==> config.mk <==
export PLATFORM = sky130hd
export DESIGN_NAME = uart_cmd_fsm
export DESIGN_NICKNAME = d
export VERILOG_FILES = /design/src/rtl/uart_cmd_fsm.sv
export SDC_FILE = /design/constraint.sdc
export NUM_CORES = 1
export LEC_CHECK = 0
export ABC_AREA = 1
export CORE_MARGIN = 2
export CORE_UTILIZATION = 31
export DETAILED_ROUTE_END_ITERATION = 8
export PLACE_DENSITY = 0.6
export SYNTH_ARGS = -nofsm -noshare
export SYNTH_HDL_FRONTEND = slang
export SYNTH_SLANG_ARGS = --single-unit
export TNS_END_PERCENT = 50
==> constraint.sdc <==
create_clock -name clk -period 3.07 [get_ports clk]
set_clock_uncertainty 0.2 [all_clocks]
set_input_delay 0.307 -clock clk [delete_from_list [all_inputs] [get_ports clk]]
set_output_delay 0.307 -clock clk [all_outputs]
set_load 0.01 [all_outputs]
==> src/rtl/uart_cmd_fsm.sv <==
// UART register-access master: serializes a {rw,addr,wdata} command as odd-parity
// frames on tx and, for reads, captures one odd-parity response frame from rx.
module uart_cmd_fsm #(
    parameter int CMD_ADDR_WIDTH = 7,
    parameter int CMD_DATA_WIDTH = 8,
    parameter int CMD_RW_FLAG    = 1,
    parameter int CMD_WIDTH      = CMD_ADDR_WIDTH + CMD_DATA_WIDTH + CMD_RW_FLAG,
    parameter int BAUD_DIV       = 434
) (
    input  logic                      clk,
    input  logic                      rst_n,
    input  logic                      cmd_valid,
    input  logic [CMD_WIDTH-1:0]      cmd_data,
    output logic                      cmd_ready,
    output logic                      read_valid,
    output logic [CMD_DATA_WIDTH-1:0] read_data,
    output logic                      tx,
    input  logic                      rx
);

    typedef enum logic [2:0] {
        IDLE,
        TX_CMD,
        TX_DATA,
        RX_WAIT,
        RX_FRAME
    } state_t;

    localparam int CNT_W      = $clog2(BAUD_DIV);
    localparam int FRAME_BITS = CMD_DATA_WIDTH + 3;
    localparam int IDX_W      = $clog2(FRAME_BITS);

    localparam logic [CNT_W-1:0] BIT_LAST  = CNT_W'(BAUD_DIV - 1);
    localparam logic [CNT_W-1:0] HALF_LAST = CNT_W'(BAUD_DIV / 2 - 1);
    localparam logic [IDX_W-1:0] DATA_LAST = IDX_W'(CMD_DATA_WIDTH);
    localparam logic [IDX_W-1:0] PAR_IDX   = IDX_W'(CMD_DATA_WIDTH + 1);
    localparam logic [IDX_W-1:0] STOP_IDX  = IDX_W'(CMD_DATA_WIDTH + 2);

    state_t                    state_q, state_d;
    logic [CNT_W-1:0]          cnt_q, cnt_d;
    logic [IDX_W-1:0]          bit_q, bit_d;
    logic [CMD_WIDTH-1:0]      cmd_q, cmd_d;
    logic                      tx_q, tx_d;
    logic [CMD_DATA_WIDTH-1:0] rx_shift_q, rx_shift_d;
    logic                      rx_par_q, rx_par_d;
    logic [CMD_DATA_WIDTH-1:0] read_data_q, read_data_d;
    logic                      read_valid_q, read_valid_d;
    logic                      rx_meta_q, rx_sync_q, rx_prev_q;

    logic [CMD_DATA_WIDTH-1:0] tx_byte;
    logic                      rx_fall;
    logic [CNT_W-1:0]          sample_at;

    // Frame layout, index 0 first on the wire: start, data LSB..MSB, odd parity, stop.
    function automatic logic frame_bit(input logic [CMD_DATA_WIDTH-1:0] b,
                                       input logic [IDX_W-1:0] idx);
        logic [FRAME_BITS-1:0] f;
        f = {1'b1, ~^b, b, 1'b0};
        return f[idx];
    endfunction

    assign tx_byte   = (state_q == TX_CMD) ? cmd_q[CMD_WIDTH-1 -: CMD_DATA_WIDTH]
                                           : cmd_q[CMD_DATA_WIDTH-1:0];
    assign rx_fall   = rx_prev_q & ~rx_sync_q;
    // Start bit is sampled half a bit after the edge, all later bits a full bit apart.
    assign sample_at = (bit_q == '0) ? HALF_LAST : BIT_LAST;

    always_ff @(posedge clk or negedge rst_n) begin
        if (!rst_n) begin
            state_q      <= IDLE;
            cnt_q        <= '0;
            bit_q        <= '0;
            cmd_q        <= '0;
            tx_q         <= 1'b1;
            rx_shift_q   <= '0;
            rx_par_q     <= 1'b0;
            read_data_q  <= '0;
            read_valid_q <= 1'b0;
            rx_meta_q    <= 1'b1;
            rx_sync_q    <= 1'b1;
            rx_prev_q    <= 1'b1;
        end else begin
            state_q      <= state_d;
            cnt_q        <= cnt_d;
            bit_q        <= bit_d;
            cmd_q        <= cmd_d;
            tx_q         <= tx_d;
            rx_shift_q   <= rx_shift_d;
            rx_par_q     <= rx_par_d;
            read_data_q  <= read_data_d;
            read_valid_q <= read_valid_d;
            rx_meta_q    <= rx;
            rx_sync_q    <= rx_meta_q;
            rx_prev_q    <= rx_sync_q;
        end
    end

    always_comb begin
        state_d      = state_q;
        cnt_d        = cnt_q;
        bit_d        = bit_q;
        cmd_d        = cmd_q;
        tx_d         = tx_q;
        rx_shift_d   = rx_shift_q;
        rx_par_d     = rx_par_q;
        read_data_d  = read_data_q;
        read_valid_d = 1'b0;

        case (state_q)
            IDLE: begin
                tx_d = 1'b1;
                if (cmd_valid) begin
                    cmd_d   = cmd_data;
                    state_d = TX_CMD;
                    cnt_d   = '0;
                    bit_d   = '0;
                    tx_d    = 1'b0;
                end
            end

            TX_CMD, TX_DATA: begin
                if (cnt_q == BIT_LAST) begin
                    cnt_d = '0;
                    if (bit_q == STOP_IDX) begin
                        bit_d = '0;
                        // The data frame's start bit directly follows the command stop bit.
                        if (state_q == TX_CMD && cmd_q[CMD_WIDTH-1]) begin
                            state_d = TX_DATA;
                            tx_d    = 1'b0;
                        end else if (state_q == TX_CMD) begin
                            state_d = RX_WAIT;
                            tx_d    = 1'b1;
                        end else begin
                            state_d = IDLE;
                            tx_d    = 1'b1;
                        end
                    end else begin
                        bit_d = bit_q + IDX_W'(1);
                        tx_d  = frame_bit(tx_byte, bit_q + IDX_W'(1));
                    end
                end else begin
                    cnt_d = cnt_q + CNT_W'(1);
                end
            end

            RX_WAIT: begin
                tx_d = 1'b1;
                if (rx_fall) begin
                    state_d = RX_FRAME;
                    cnt_d   = '0;
                    bit_d   = '0;
                end
            end

            RX_FRAME: begin
                tx_d = 1'b1;
                if (cnt_q == sample_at) begin
                    cnt_d = '0;
                    bit_d = bit_q + IDX_W'(1);
                    if (bit_q == '0) begin
                        if (rx_sync_q) begin
                            state_d = RX_WAIT;
                            bit_d   = '0;
                        end
                    end else if (bit_q <= DATA_LAST) begin
                        rx_shift_d = {rx_sync_q, rx_shift_q[CMD_DATA_WIDTH-1:1]};
                    end else if (bit_q == PAR_IDX) begin
                        rx_par_d = rx_sync_q;
                    end else begin
                        // Stop sample: accept only odd overall parity and a high stop bit.
                        state_d = IDLE;
                        bit_d   = '0;
                        if (rx_sync_q && (^{rx_shift_q, rx_par_q})) begin
                            read_data_d  = rx_shift_q;
                            read_valid_d = 1'b1;
                        end
                    end
                end else begin
                    cnt_d = cnt_q + CNT_W'(1);
                end
            end

            default: begin
                state_d = IDLE;
                tx_d    = 1'b1;
            end
        endcase
    end

    assign cmd_ready  = (state_q == IDLE);
    assign read_valid = read_valid_q;
    assign read_data  = read_data_q;
    assign tx         = tx_q;

endmodule

==> metrics <==
status completed; post-DR wirelength/cell 11.1 um; Final #Nets 457; Reg area 1360 um2; fmax 382 MHz; Reg2Reg Depth 9; final instance area 3620 um2; VDD IR-drop max 136 uV; final worst-path cycle share 0.852; final period demand of the worst path 2.62 ns; dpl cell area 3490 um2; P_leak 1.80 nW; register bit total from synthesis 54; Max-Cap Viols 0; Hold Worst Slack 0.161 ns; worst rel slew slack 0.537; RSZ-0062 raised after global routing no; setup TNS 0 ns; final cell count without fillers 565; DRC 0; Syn. warnings 0; initial antenna violation count 0; Post-DP HPWL 4670 um; Tot GR Track Use 0.122; number of global-route vias before repair 2356; first-pass GRT wire length 10800 um; Avg Inst Size Synth 7.69 um2; Area Overhead vs Synth 17.9%; Root Driver clkbuf_8; CP Launch Type flip-flop; register share of total power 0.562; total number of vias 2551; Detail Route Antenna Nets 0; largest net degree at the start of global routing 33; PortBufs 30; IO Count 31; Net Sw Frac 0.211; Clk pin slew, worst setup/hold paths 0.10 ns; H-tree depth 2; row count 36; clk sinks 54; core area 9680 um2; final worst slack 0.455 ns; drt initial violations 115; cell count after placement 556; Power Density 352 nW/um2; Post-Syn Area 3070 um2; critical path data arrival time 2.11 ns; vias per inst 4.52; Hold Path Depth 0; sequential area share after synthesis 0.441; Min-Delay Path Class reg -> reg; die width 104 um; commonest non-fill, non-tap cell in the layout nand2_1; ANT cells 0; gpl congestion 0.817; total gr overflow 0; share of layout cells above drive strength 1 0.104; Die Ht 104 um; max-slew violations 0; Clock power frac 0.407; worst-path fanout max 20; later-pin clock latency in the skew report 0.32 ns; Layout fillers 1004; Max Root-Sink Buffers 2; WP data required 2.56 ns; Synth cell types 35; final setup vio count 0; CP Capture Type primary output; worst-margin pin slew 0.695 ns; Setup WS pre-CTS 0.586 ns; post_cts resized 0; multi-input logic area 1410 um2; combinational power share 0.031; Syn Nets 426; critical path type reg -> out; WL final 6280 um; CTS tree built; most frequent cells in the layout nand2_1, inv_1, dfrtp_1; area of the die 10700 um2; Hold Violations, Final 0; Mapped Cells 400; starting density of the core 0.317; Int Pwr 0.00101 W; Psw 0.000269 W; CTS Buf Count 5; DR pass1 iterations 4
-- power groups by stage --
stage / combinational, W / clock [W] / sequential (W)
3_3_place_gp: 0.0000399 / 0 / 0.000730
2_1_floorplan: 0.000000716 / 0 / 0.000729
3_5_place_dp: 0.0000406 / 0 / 0.000730
4_1_cts: 0.0000417 / 0.000534 / 0.000716
5_1_grt: 0.0000444 / 0.000565 / 0.000717
6_report: 0.0000399 / 0.000518 / 0.000716
-- routing by layer --
metal  GRT usage  share of wire  vias up  wire length [um]
met4      0.0367          0.014        0                89
met5           0              0        -                 0
met1       0.169           0.50     1186              3130
met2       0.197           0.46       29              2920
met3      0.0183          0.023        7               144
li1            -              -     1329                 -
-- worst max-delay path, stage by stage, from the launching register on --
cell             delay [ns]
dfrtp_1                0.65
nor2_2                 0.26
inv_2                  0.06
nor2_1                 0.24
clkdlybuf4s50_1        0.60
-- cells in the mapped netlist --
cell | instances | area share
buf_6 | 2 | 0.0073
nand3_1 | 27 | 0.044
o21a_1 | 1 | 0.0024
o21ai_1 | 17 | 0.028
inv_1 | 54 | 0.066
nand3_2 | 1 | 0.0033
ha_1 | 6 | 0.024
nor2_2 | 4 | 0.0081
buf_2 | 2 | 0.0033
nor2_4 | 3 | 0.011
dfrtp_1 | 50 | 0.41
nor3_4 | 1 | 0.0053
a21oi_2 | 2 | 0.0057
nor4_1 | 2 | 0.0041
o22ai_1 | 6 | 0.012
nor2_1 | 37 | 0.045
xnor2_1 | 5 | 0.014
a31oi_1 | 3 | 0.0061
o32ai_1 | 1 | 0.0028
o21ai_2 | 1 | 0.0028
nand2_4 | 2 | 0.0073
o21ai_0 | 13 | 0.021
nand2_1 | 101 | 0.12
a21oi_1 | 18 | 0.029
dfstp_2 | 4 | 0.034
o31ai_1 | 1 | 0.0024
nor4_4 | 1 | 0.0069
inv_2 | 12 | 0.015
o22ai_2 | 3 | 0.012
nand4_1 | 3 | 0.0061
mux2i_1 | 1 | 0.0033
nor3_1 | 3 | 0.0049
clkbuf_1 | 3 | 0.0037
buf_4 | 2 | 0.0049
xor2_1 | 8 | 0.023
-- per-stage QoR --
step                power [W]   util
global route          0.00133  0.374
floorplan            0.000730      -
global placement     0.000770  0.361
CTS                   0.00129  0.374
detailed placement   0.000771  0.361
finish                0.00127  0.374
-- what timing repair did --
action | CTS | global route
hold buffers | 1 | 0
buffers inserted | 0 | 0
hold endpoints to repair | 23 | 0
-- state kept, by name, indices dropped and copies added, names as in the netlist, 3 cells and up --
signal	cells
cnt_q	9
cmd_q	16
state_q	3
bit_q	4
read_data	8
rx_shift_q	8
-- cell type report --
class / instances / area share
Multi-Input combinational cell: 271 / 0.390
Clock inverter: 2 / 0.0107
Inverter: 66 / 0.0684
Tap cell: 133 / 0.0459
Timing Repair Buffer: 33 / 0.0884
Sequential cell: 54 / 0.374
Clock buffer: 6 / 0.0228
-- cell families (layout without fill, tap and decap cells) --
kind of cell               after synthesis  in the layout  synth area share
adders and majority gates                6              6            0.0244
DFF                                     54             54             0.441
xor gates and xnor gates                13             13            0.0370
AOI/OAI and AO/OA                       66             66             0.125
and+or+nand+nor                        185            185             0.269
muxes                                    1              1           0.00326
buffers and inverters                   75            107            0.0997
-- worst paths after layout --
check | start | endpoint | slack (ns)
max | state_q[0] | cmd_ready | 0.45
min in group asynchronous | rst_n | rx_shift_q[4] | 0.30
min | rx_meta_q | rx_sync_q | 0.16
min reg2reg | rx_meta_q | rx_sync_q | 0.16
max in group asynchronous | rst_n | rx_prev_q | 1.54
max reg2reg | bit_q[0] | state_q[0] | 0.57
Power figures use the tool's default switching activity.
